File: src/rtl/serial_addsub.sv
// serial_addsub: multi-cycle WIDTH-bit adder/subtractor, CHUNK bits per clock.
//
// Ports:
//   clk, rst         clock (rising edge), asynchronous active-high reset
//   Start            request, accepted only in IDLE
//   Sub              0 = A+B+Cin, 1 = A-B-Cin (Cin acts as borrow-in)
//   A, B, Cin        operands, sampled only when Start is accepted
//   Busy             high in RUN and DONE
//   Done             one-cycle pulse, Sum/Cout/Ovf valid
//   Sum, Cout, Ovf   registered result, carry out of MSB (1 = no borrow when
//                    subtracting), signed overflow
//
// WIDTH must be a multiple of CHUNK. CHUNK == WIDTH is legal.

// One chunk of the ripple: CHUNK-bit add with carry in/out.
module serial_addsub_chunk #(
  parameter int CHUNK = 4
) (
  input  logic [CHUNK-1:0] a,
  input  logic [CHUNK-1:0] b,
  input  logic             ci,
  output logic [CHUNK-1:0] s,
  output logic             co
);
  assign {co, s} = {1'b0, a} + {1'b0, b} + {{CHUNK{1'b0}}, ci};
endmodule

module serial_addsub #(
  parameter int WIDTH = 16,
  parameter int CHUNK = 4
) (
  input  logic             clk,
  input  logic             rst,
  input  logic             Start,
  input  logic             Sub,
  input  logic [WIDTH-1:0] A,
  input  logic [WIDTH-1:0] B,
  input  logic             Cin,
  output logic             Busy,
  output logic             Done,
  output logic [WIDTH-1:0] Sum,
  output logic             Cout,
  output logic             Ovf
);
  localparam int NCHUNK = WIDTH / CHUNK;
  localparam int IW     = (NCHUNK > 1) ? $clog2(NCHUNK) : 1;

  typedef enum logic [1:0] {IDLE, RUN, DONE} state_t;

  state_t           state_q, state_d;
  logic [WIDTH-1:0] a_q, a_d;
  logic [WIDTH-1:0] beff_q, beff_d;   // B, or ~B when subtracting
  logic             carry_q, carry_d;
  logic [IW-1:0]    idx_q, idx_d;
  logic [WIDTH-1:0] work_q, work_d;   // partial result, never exposed on Sum
  logic [WIDTH-1:0] sum_q, sum_d;
  logic             cout_q, cout_d;
  logic             ovf_q, ovf_d;

  logic [CHUNK-1:0] a_chunk, b_chunk, s_chunk;
  logic             c_chunk;
  logic [WIDTH-1:0] res;
  logic             last_chunk;

  always_comb begin
    a_chunk = a_q[int'(idx_q)*CHUNK +: CHUNK];
    b_chunk = beff_q[int'(idx_q)*CHUNK +: CHUNK];
  end

  serial_addsub_chunk #(.CHUNK(CHUNK)) u_chunk (
    .a  (a_chunk),
    .b  (b_chunk),
    .ci (carry_q),
    .s  (s_chunk),
    .co (c_chunk)
  );

  // Working sum with the current chunk merged in; on the last chunk this is
  // the complete result.
  always_comb begin
    res = work_q;
    res[int'(idx_q)*CHUNK +: CHUNK] = s_chunk;
  end

  assign last_chunk = (idx_q == IW'(NCHUNK - 1));

  always_comb begin
    state_d = state_q;
    a_d     = a_q;
    beff_d  = beff_q;
    carry_d = carry_q;
    idx_d   = idx_q;
    work_d  = work_q;
    sum_d   = sum_q;
    cout_d  = cout_q;
    ovf_d   = ovf_q;
    case (state_q)
      IDLE: begin
        if (Start) begin
          // Subtract as A + ~B + ~Cin: borrow-in inverts to carry-in.
          a_d     = A;
          beff_d  = Sub ? ~B : B;
          carry_d = Sub ? ~Cin : Cin;
          idx_d   = '0;
          state_d = RUN;
        end
      end
      RUN: begin
        work_d  = res;
        carry_d = c_chunk;
        idx_d   = idx_q + 1'b1;
        if (last_chunk) begin
          idx_d   = '0;
          state_d = DONE;
          sum_d   = res;
          cout_d  = c_chunk;
          ovf_d   = (a_q[WIDTH-1] == beff_q[WIDTH-1]) &&
                    (res[WIDTH-1] != a_q[WIDTH-1]);
        end
      end
      DONE:    state_d = IDLE;
      default: state_d = IDLE;
    endcase
  end

  always_ff @(posedge clk or posedge rst) begin
    if (rst) begin
      state_q <= IDLE;
      a_q     <= '0;
      beff_q  <= '0;
      carry_q <= 1'b0;
      idx_q   <= '0;
      work_q  <= '0;
      sum_q   <= '0;
      cout_q  <= 1'b0;
      ovf_q   <= 1'b0;
    end else begin
      state_q <= state_d;
      a_q     <= a_d;
      beff_q  <= beff_d;
      carry_q <= carry_d;
      idx_q   <= idx_d;
      work_q  <= work_d;
      sum_q   <= sum_d;
      cout_q  <= cout_d;
      ovf_q   <= ovf_d;
    end
  end

  assign Busy = (state_q != IDLE);
  assign Done = (state_q == DONE);
  assign Sum  = sum_q;
  assign Cout = cout_q;
  assign Ovf  = ovf_q;
endmodule

File: config.mk
export PLATFORM = sky130hd
export DESIGN_NAME = serial_addsub
export DESIGN_NICKNAME = d
export VERILOG_FILES = /design/src/rtl/serial_addsub.sv
export SDC_FILE = /design/constraint.sdc
export NUM_CORES = 1
export LEC_CHECK = 0
export ABC_AREA = 1
export BUFFER_PORTS_ARGS = -buffer_cell sky130_fd_sc_hd__buf_2
export CORE_ASPECT_RATIO = 0.7
export CORE_MARGIN = 5
export CORE_UTILIZATION = 61
export CTS_CLUSTER_SIZE = 12
export DETAILED_ROUTE_END_ITERATION = 6
export PLACE_DENSITY = 0.92
export SYNTH_ARGS = -nofsm -noshare
export SYNTH_HDL_FRONTEND = slang
export SYNTH_SLANG_ARGS = --single-unit
File: constraint.sdc
create_clock -name clk -period 3.7 [get_ports clk]
set_input_delay 0.185 -clock clk [delete_from_list [all_inputs] [get_ports clk]]
set_output_delay 0.185 -clock clk [all_outputs]
set_load 0.005 [all_outputs]
# After elaboration in Yosys (flattened, before gate mapping)
# Index checks and enable logic that the tools add are counted.
classes:
  addsub: 4
  eq_ne: 7
  n_shift: 4
  mux: 11
  bitwise: 2
  n_reduce_logical: 8
op_table:
  columns: ["cell", "count"]
  rows:
  - ["$neg A4 Y33", 1]
  - ["$shift A4 B33 Y16 const A", 1]
  - ["$shiftx A4 B33 Y16", 1]
  - ["$shiftx A16 B5 Y4", 2]
  - ["$bwmux W16", 1]
  - ["$mux W16", 1]
  - ["$not A16 Y16", 1]
  - ["$mux W2", 4]
  - ["$pmux W2 S2", 2]
  - ["$reduce_and A2 Y1", 4]
  - ["$add A4 B4 Y5", 1]
  - ["$add A5 B1 Y5", 1]
  - ["$eq A2 B2 Y1 const B", 2]
  - ["$ne A2 B2 Y1 const B", 2]
  - ["$reduce_bool A2 Y1", 2]
  - ["$add A2 B1 Y2 const B", 1]
  - ["$eq A2 B1 Y1 const B", 1]
  - ["$logic_not A2 Y1", 1]
  - ["$mux W1", 2]
  - ["$pmux W1 S2", 1]
  - ["$eq A1 B1 Y1", 1]
  - ["$logic_and A1 B1 Y1", 1]
  - ["$ne A1 B1 Y1", 1]
  - ["$not A1 Y1", 1]
totals:
  register_bits: 71
  inputBits: 37
  output_inout_bits: 20

# Longest topological paths before layout
depth:
  depth_word: 7
  mapped_depth: 15
  depth_no_buf: 14

# By module
# Synthesis repeated with hierarchy kept, for this count alone.
unflattened:
  hier_cells: 436
  area_unflattened_um2: 3524.6
modules_own_cells:
  columns: ["mod", "n_inst", "cells_each", "area_each_um2", "seq_area_each_um2"]
  rows:
  - ["serial_addsub", 1, 415, 3374.5, 1776.7]
  - ["serial_addsub_chunk", 1, 21, 150.1, 0.0]

# Least setup slack after synthesis
# Ideal clock, no wire load.
synth_path:
  path_type: "flip-flop to flip-flop"
  from: "register idx_q[0]"
  to: "register work_q[13]"
  setup_ps: 83
  t_arrival_ps: 2347
  required_ps: 3617
  path_slack_ps: 1271
  stages_incl_launch_ff: 14
  period_less_slack_ps: 2429
  cell_sequence: "dfrtp_1 -> buf_6 -> inv_4 -> buf_2 -> o21ai_0 -> o22ai_1 -> fa_1 -> inv_1 -> fa_1 -> nor2_1 -> nand2_1 -> o22ai_1 -> nand2_1 -> o21ai_0"
synth_between:
  elab_chain_cells: 5
  word_cells_on_any_way: 8
synth_lines:
  columns: ["item", "line", "source"]
  rows:
  - ["from (decl)", "54", "logic [IW-1:0] idx_q, idx_d;"]
  - ["from (signal assigned)", "142", "idx_q <= idx_d;"]
  - ["$shiftx A16 B5 Y4 (on tied branches)", "66, 67", null]
  - ["$add A4 B4 Y5", "25", "assign {co, s} = {1'b0, a} + {1'b0, b} + {{CHUNK{1'b0}}, ci};"]
  - ["$add A5 B1 Y5", "25", null]
  - ["$shiftx A4 B33 Y16", "82", "res[int'(idx_q)*CHUNK +: CHUNK] = s_chunk;"]
  - ["$bwmux W16 *", "82", null]
  - ["to (signal assigned)", "143", "work_q <= work_d;"]
  - ["to (decl)", "55", "logic [WIDTH-1:0] work_q, work_d;"]
# Mark *: on every way between the ends. The rest lies on a longest branch, timed or not.
# A chain may end at the register's enable or synchronous reset.

# Worst setup path after layout
layout_path:
  from: "register idx_q[1]"
  to: "register work_q[10]"
# The elaborated chain is that of the path after synthesis.

==> summary.md <==
| Metric | Value |
|---|---|
| Status | `finished, final reports clean` |
| Post-CTS resize count | `0` |
| Tcrit/Tclk final | `79.1%` |
| CP Class | `reg -> reg` |
| Clock Tree Root | `clkbuf_8` |
| Cell depth of the worst setup path | `12` |
| Slowest CP cell | `dfrtp_1` |
| Reg2reg setup slack | `0.77 ns` |
| Vias | `3,062` |
| Hold Path Class | `in -> async` |
| Most common cell after layout, fill and taps aside | `nand2_1` |
| WP data required | `3.90 ns` |
| Leakage | `2.14 nW` |
| Synth-to-Final Area Change | `14.5%` |
| Final nets | `525` |
| CP Max Fanout | `13` |
| Final antenna-violating net count | `0` |
| Fill cells | `431` |
| Largest net degree at the start of global routing | `51` |
| Post-synth EDFFs | `0` |
| Commonest non-fill, non-tap cells in the layout | `nand2_1 (150), dfrtp_1 (71), buf_2 (56)` |
| Total clock sinks | `71` |
| Slew HR | `42.2%` |
| Min Clock Period, post-route | `2.93 ns` |
| Worst path most repeated cell | `o21ai_0` |
| Max-cap violations | `0` |
| Worst r2r src | `idx_q[1]` |
| Sequential Area | `1780 um^2` |
| H-tree Lvls | `3` |
| Clk slew on worst S/H paths | `0.07 ns` |
| Cell Pwr Density | `964 nW/um^2` |
| Setup TNS Final | `0 ns` |
| Final hold vios | `0` |
| Post-CTS Hold Fix Bufs | `0` |
| Input/output buffers | `56` |
| Gr usage total | `25.1%` |
| Full die area | `7570 um^2` |
| Design Area, Final | `4130 um^2` |
| DR WL/cell | `15.2 um` |
| WP buf/inv | `2` |
| Initial Util | `62.9%` |
| Setup crit end | `work_q[10]` |
| Unique masters post-synth | `33` |
| Avg Cell Area, Syn | `8.46 um^2` |
| Delay-heaviest family, CP | `adder cells` |
| Yosys warnings | `0` |
| Post-DP Area | `3860 um^2` |
| Drt drc | `0` |
| VDD IR max | `389 uV` |
| CTS max path bufs | `2` |
| Routability cong. | `1.02` |
| Worst Path Arrival | `3.12 ns` |
| First DRT Iteration DRCs | `228` |
| Post-detail-place hpwl | `5920 um` |
| Synth Flop Type | `dfrtp_1` |
| Core area | `5730 um^2` |
| Critical path origin | `idx_q[1]` |
| RSZ-0062 raised after global routing | `no` |
| Setup Fix Bufs, Post-CTS | `0` |
| Setup crit end kind | `flip-flop` |
| Final setup fails | `0` |
| Syn Nets | `474` |
| Vias in the first global route | `3,075` |
| Final std cells w/o fill | `557` |
| Clock power frac | `20.7%` |
| Antenna violations before repair | `0` |
| Worst-skew pair later-pin latency | `0.35 ns` |
| R2r worst-path depth | `12` |
| Placed insts | `541` |
| Critical path's largest stage delay | `0.52 ns` |
| R2r endpoint | `work_q[10]` |
| Gr ovfl total | `0` |
| I/O pin count | `57` |
| Syn Inst Count | `426` |
| Sw frac | `43.4%` |
| Sequential share of the synthesized area | `49.3%` |
| CP startpoint kind | `flip-flop` |
| Wire length of the first global-routing pass | `14,400 um` |
| FMAX | `341 MHz` |
| Switching power | `1.73 mW` |
| Worst-Margin Slew | `0.866 ns` |
| N_diodes | `0` |
| Drt total wl | `8470 um` |
| Yosys reg bits | `71` |
| Comb pwr share | `46.5%` |
| Multi-input logic area | `1520 um^2` |
| CTS buffer count | `9` |
| DR vias/cell | `5.50` |
| Row Count | `23` |
| Die Span X | `102 um` |
| DIE HEIGHT | `74.3 um` |
| FFs w/ async S/R, synth | `100%` |
| Slew Viols, Final | `0` |
| Cell Int Power | `2.25 mW` |
| CTS tree | `done` |
| Post-Syn Area | `3600 um^2` |
| Skew final | `0.00682 ns` |
| Sequential Power Share | `32.8%` |
| Pre-antenna DRT Iters | `5` |
| Layout cells sized above 1 | `19.3%` |
| Crit path cell chain | `inv_1 -> o21ai_0 -> o22ai_1 -> fa_1 -> inv_1 -> fa_1 -> xor2_1 -> nor2_1 -> nand2_1 -> o21ai_0 -> nand2_1 -> o21ai_0` |
==> metal layers <==
metal | wire length (um) | GRT usage [%]
met5 | 0 | 0
met4 | 201 | 10.8
met3 | 690 | 6.94
met2 | 4000 | 40.7
met1 | 3590 | 32.2
==> cell families (layout without fill, tap and decap cells) <==
| family | after synthesis | after routing | share of synthesized area, % |
|---|---|---|---|
| simple gates | 188 | 188 | 21.4 |
| fa+ha+maj | 11 | 11 | 4.24 |
| flops | 71 | 71 | 49.3 |
| compound gates | 77 | 77 | 12.3 |
| xor+xnor | 18 | 18 | 4.37 |
| buf+inv | 61 | 117 | 8.40 |
==> flip-flops by register name, summed over array words and instances (netlist names) <==
signal / count
idx_q: 2
state_q: 2
Cout: 1
Sum: 16
a_q: 16
Ovf: 1
work_q: 16
carry_q: 1
beff_q: 16
==> power by group through the flow <==
stage | combinational [mW] | sequential [mW] | clock (mW)
after CTS | 1.83 | 1.30 | 0.832
after floorplan | 1.41 | 1.24 | 0
after global placement | 1.67 | 1.29 | 0
final | 1.85 | 1.30 | 0.825
after global routing | 2.07 | 1.34 | 0.872
after detailed placement | 1.77 | 1.31 | 0
==> per-stage QoR <==
stage	utilization (%)	total power, mW	hold slack [ns]	setup WS [ns]
floorplan	-	2.65	0.295	1.27
global placement	67.3	2.96	0.384	1.11
detailed placement	67.3	3.08	0.389	0.936
CTS	72.1	3.96	0.0224	0.831
global route	72.1	4.29	0.0195	0.562
finish	72.1	3.98	0.00992	0.772
==> cell type report <==
type                            instances  area share (%)
Clock inverter                          5            3.12
Tap cell                               75            2.27
Clock buffer                           11            3.43
Multi-Input combinational cell        294            36.9
Inverter                               43            4.03
Timing Repair Buffer                   58            7.16
Sequential cell                        71            43.1
==> synthesized netlist by cell type (all sizes together) (2+ instances only) <==
master / n / area share [%]
a21oi: 4 / 0.56
a32oi: 2 / 0.49
buf: 17 / 3.6
dfrtp: 71 / 49
fa: 2 / 1.1
ha: 9 / 3.1
inv: 43 / 4.6
nand2: 154 / 16
nand3: 8 / 1.2
nand4: 3 / 0.69
nor2: 22 / 2.8
o21ai: 52 / 7.4
o22ai: 16 / 3.0
xnor2: 17 / 4.1
==> worst min-delay path by stage <==
stage | slack (ns) | from | end | cells after the start
after floorplan | 0.29 | A[0] | a_q[0] | 2
after global placement | 0.38 | A[11] | a_q[11] | 3
after detailed placement | 0.39 | A[10] | a_q[10] | 3
after CTS | 0.02 | A[12] | a_q[12] | 3
after global routing | 0.02 | A[0] | a_q[0] | 3
final | 0.01 | rst | a_q[13] | 2
(Power assumes the default switching activity.)
